### config.mk
export PLATFORM = sky130hd
export DESIGN_NAME = jtframe_ram16_share
export DESIGN_NICKNAME = d
export VERILOG_FILES = /design/src/rtl/jtframe_ram16_share.sv
export SDC_FILE = /design/constraint.sdc
export NUM_CORES = 1
export LEC_CHECK = 0
export CORE_ASPECT_RATIO = 1.25
export CORE_MARGIN = 3
export CORE_UTILIZATION = 45
export CTS_CLUSTER_DIAMETER = 40
export DETAILED_ROUTE_END_ITERATION = 7
export HOLD_SLACK_MARGIN = 0.05
export PLACE_DENSITY = 0.83
export SLEW_MARGIN = 5
export SYNTH_ARGS = -nofsm -noshare
export SYNTH_HDL_FRONTEND = slang
export SYNTH_SLANG_ARGS = --single-unit
### constraint.sdc
create_clock -name clk -period 5.6 [get_ports clk]
set_input_delay 0.84 -clock clk [delete_from_list [all_inputs] [get_ports clk]]
set_output_delay 0.84 -clock clk [all_outputs]
set_load 0.05 [all_outputs]
### src/rtl/jtframe_ram16_share.sv
// rtl/jtframe_ram16_share.sv - time-shares one 16-bit byte-writable RAM between a R/W port and a read-only port
module jtframe_ram16_share #(
  parameter int AW = 10,
  parameter bit RR = 1'b1
) (
  input  logic          rst,
  input  logic          clk,
  input  logic          a_cs,
  input  logic [AW-1:0] a_addr,
  input  logic [15:0]   a_din,
  input  logic [1:0]    a_we,
  output logic [15:0]   a_dout,
  output logic          a_ok,
  input  logic          b_cs,
  input  logic [AW-1:0] b_addr,
  output logic [15:0]   b_dout,
  output logic          b_ok,
  output logic [AW-1:0] ram_addr,
  output logic [15:0]   ram_data,
  output logic [1:0]    ram_we,
  input  logic [15:0]   ram_q
);

  localparam logic [1:0] IDLE = 2'd0;
  localparam logic [1:0] ACC  = 2'd1;
  localparam logic [1:0] WAIT = 2'd2;

  logic [1:0] st;
  logic       gnt_b;   // port owning the access in flight
  logic       last_b;  // port served most recently
  logic       wr;      // access in flight is an A write
  logic       done_a, done_b;
  logic       pend_a, pend_b;
  logic       sel_b;

  assign pend_a = a_cs & ~done_a;
  assign pend_b = b_cs & ~done_b;

  always_comb begin
    sel_b = 1'b0;
    if (pend_a && pend_b)
      sel_b = RR ? ~last_b : 1'b0;
    else
      sel_b = pend_b;
  end

  always_ff @(posedge clk or posedge rst) begin
    if (rst) begin
      st       <= IDLE;
      gnt_b    <= 1'b0;
      last_b   <= 1'b1;
      wr       <= 1'b0;
      done_a   <= 1'b0;
      done_b   <= 1'b0;
      a_ok     <= 1'b0;
      b_ok     <= 1'b0;
      a_dout   <= 16'd0;
      b_dout   <= 16'd0;
      ram_addr <= '0;
      ram_data <= 16'd0;
      ram_we   <= 2'd0;
    end else begin
      a_ok <= 1'b0;
      b_ok <= 1'b0;
      if (!a_cs) done_a <= 1'b0;
      if (!b_cs) done_b <= 1'b0;
      case (st)
        IDLE: begin
          if (pend_a || pend_b) begin
            gnt_b <= sel_b;
            st    <= ACC;
            if (sel_b) begin
              ram_addr <= b_addr;
              ram_we   <= 2'd0;
              wr       <= 1'b0;
            end else begin
              ram_addr <= a_addr;
              ram_data <= a_din;
              ram_we   <= a_we;
              wr       <= |a_we;
            end
          end
        end
        ACC: begin
          ram_we <= 2'd0;
          st     <= WAIT;
        end
        WAIT: begin
          // done is set after the cs-low clear so the completion always sticks
          if (gnt_b) begin
            b_dout <= ram_q;
            b_ok   <= 1'b1;
            done_b <= 1'b1;
          end else begin
            if (!wr) a_dout <= ram_q;
            a_ok   <= 1'b1;
            done_a <= 1'b1;
          end
          last_b <= gnt_b;
          st     <= IDLE;
        end
        default: st <= IDLE;
      endcase
    end
  end

endmodule

==> flow_summary.yaml <==
critical_path:
  worstSetupEndpointType: "register"
  worstReg2RegEnd: "a_dout[5]$_DFFE_PP0P_"
  reg2reg_setup_slack_ns: 3.72
  required_ns: 5.81
  cpPeakStageDelay_ns: 0.48
  cpLargestDelayFamily: "buffers and inverters"
  endpoint: "ram_data[15]$_DFFE_PP0P_"
  crit_arrival_ns: 2.60
  reg2reg_from: "st[0]$_DFFE_PP0P_"
  crit_path_cell_trace: "clkdlybuf4s50_1 > nor2b_4 > o21a_2 > nand2_4 > mux2_4"
  cp_num_buf_inv: 1
  cpMaxStageDelayCell: "clkdlybuf4s50_1"
  start_kind: "input pin"
  cp_max_fo: 29
  path_class: "in -> reg"
  reg2reg_depth: 3
  cp.depth: 5
  crit_start: "b_cs"
timing:
  finalSetupViolCount: 0
  worst_slew_pin_slew_ns: 0.997
  slew_viol_final: 0
  clock.fmax_mhz: 418
  hold_viol_final: 0
  relSlewSlack_pct: 33.3
  setup_tns_ns: 0
  min_period_ns: 2.39
  fin_skew_ns: 0.00898
  period_share_pct: 42.7
  rsz0062_at_grt: "false"
clock_network:
  cts-buffers-inserted: 9
  cts_resized: 0
  clock-sinks: 69
  clock_latency_ns: 0.33
  cts_root_buf: "clkbuf_8"
  cts.path.max_buffers: 2
  clk_pin_slew_worst_paths_ns: 0.07
  postCtsSetupBuffers: 0
  holdBufCountCts: 0
  htree_levels: 3
  cts_tree: "yes"
synth:
  yosysTopAreaCell: "dfrtp_1"
  synthCells: 229
  avgSynthCellArea_sq_um: 12.2
  synth_nets: 287
  yosysUniqueCellTypes: 29
  synth.area.top_cells: "dfrtp_1 (61%), mux2_4 (11%), nand2_1 (9.9%)"
  synth_edf_count: 0
  synth-seq-cells: 69
  yosys_warnings: 0
  synth_area_sq_um: 2800
  ys.flop_type: "dfrtp_1"
  seq_area_frac_synth_pct: 61.8
  async_flop_share_pct: 100
  synth_top_area_share_pct: 60.9
routing:
  wl_mm: 6.46
  dr.pass1.iters: 4
  drtAntennaViolNets: 0
  drt-wirelength-per-cell_um: 14.8
  drc_errors: 0
  drt-vias-per-instance: 4.69
  drtIter0Drc: 71
  vias: 2050
global_route:
  grt_pass1_wl_mm: 10.9
  grt_overflow: 0
  grt_pass1_vias: 2203
  grt_start_max_net_pins: 70
  track_usage_pct: 19.4
  antenna_found_initial: 0
placed_design:
  place_congestion: 0.725
  dpl_cell_area_sq_um: 4020
  place.port_buffers: 119
  dpl.hpwl_mm: 4.58
floorplanning:
  coreArea_sq_um: 5900
  die_h_um: 94.1
  die_area_sq_um: 7200
  die_x_um: 76.5
  io_pins: 120
  start_util_pct: 47.4
  num_rows: 31
final_layout:
  nets: 409
  drive_gt1_share_pct: 15.5
  n_antenna_cell: 0
  utilization_pct: 70.9
  area_delta_synth_final_pct: 49.6
  fin_area_sq_um: 4180
power_and_ir_drop:
  power_w: 0.00307
  leakagePower_nw: 1.90
  ir_worst_vdd_v: 0.000345
  powerDensity_nw_per_um2: 734
worst_hold_path:
  hp-class: "reg -> reg"
run_status:
  status: "complete, no violations"
job:
  drv_cap: 0
[metrics by stage]
stage	setup slack, ns	cells	hold WS, ns
floorplan	3.02	229	0.439
global placement	2.90	422	0.448
detailed placement	2.86	422	0.459
CTS	3.21	437	0.468
global route	3.06	437	0.497
finish	3.21	437	0.464
[synthesized netlist by cell type, types with 2 or more instances]
library cell and n:
a31oi_1 10, buf_2 4, inv_1 3, o21ai_0 3
buf_6 2, nand3_1 2, nand2_1 74, mux2_2 13
mux2_4 20, dfrtp_1 68, nor2_1 12
[per-layer routing]
metal / wire, um / vias to the layer above / GRT usage, %
li1: - / 995 / -
met1: 2680 / 981 / 23.6
met2: 3430 / 67 / 33.4
met3: 279 / 7 / 4.99
met4: 77 / 0 / 7.40
met5: 0 / - / 0
[layout make-up]
type | count | area (sq um)
flip-flops and latches | 69 | 1730
fillers | 460 | 1710
repair buffers | 120 | 1200
multi-input cells | 147 | 980
clock buffers | 13 | 149
well taps | 82 | 103
inverters | 4 | 15.0
clock inverters | 2 | 10.0
[worst min-delay path: cells and delay by family (launching register included)]
kind	cells	cell delay, ns
flip-flops	1	0.37
AND/OR/NAND/NOR	2	0.10
[registers in the layout (all words and copies together) (netlist names)]
name / flops
a_dout: 16
a_ok: 1
b_dout: 16
b_ok: 1
done_a: 1
done_b: 1
gnt_b: 1
last_b: 1
ram_addr: 10
ram_data: 16
ram_we: 2
st: 2
wr: 1
[worst min path at each step]
stage / from / endpoint / slack, ns / cells past startpoint
detailed placement: last_b$_DFFE_PP1N_ / last_b$_DFFE_PP1N_ / 0.46 / 2
floorplan: last_b$_DFFE_PP1N_ / last_b$_DFFE_PP1N_ / 0.44 / 2
finish: last_b$_DFFE_PP1N_ / last_b$_DFFE_PP1N_ / 0.46 / 2
global route: last_b$_DFFE_PP1N_ / last_b$_DFFE_PP1N_ / 0.50 / 2
global placement: last_b$_DFFE_PP1N_ / last_b$_DFFE_PP1N_ / 0.45 / 2
CTS: last_b$_DFFE_PP1N_ / last_b$_DFFE_PP1N_ / 0.47 / 2
[cells by family after synthesis]
family / count (synthesis) / synth area share (%)
AND/OR/NAND/NOR: 98 / 15.4
AO/OA/AOI/OAI: 16 / 3.62
flip-flops: 69 / 61.8
multiplexers: 33 / 16.0
buffers and inverters: 13 / 3.18
[report_power, final]
| group | internal [W] | switching, W |
|---|---|---|
| clock | 0.000170 | 0.000171 |
| sequential | 0.000752 | 0.000145 |
| combinational | 0.000682 | 0.00115 |
[cell usage in the layout, fill, tap and decap left out, types with 2 or more instances in the layout]
cell type	synthesis	routed
clkdlybuf4s50_1	0	119
nand2_1	74	74
dfrtp_1	68	68
mux2_4	20	20
mux2_2	13	13
nor2_1	12	12
a31oi_1	10	10
clkbuf_8	0	10
o21ai_0	3	3
clkbuf_1	1	3
inv_1	3	2
nand3_1	2	2
clkinv_2	0	2
(Power assumes the default switching activity.)
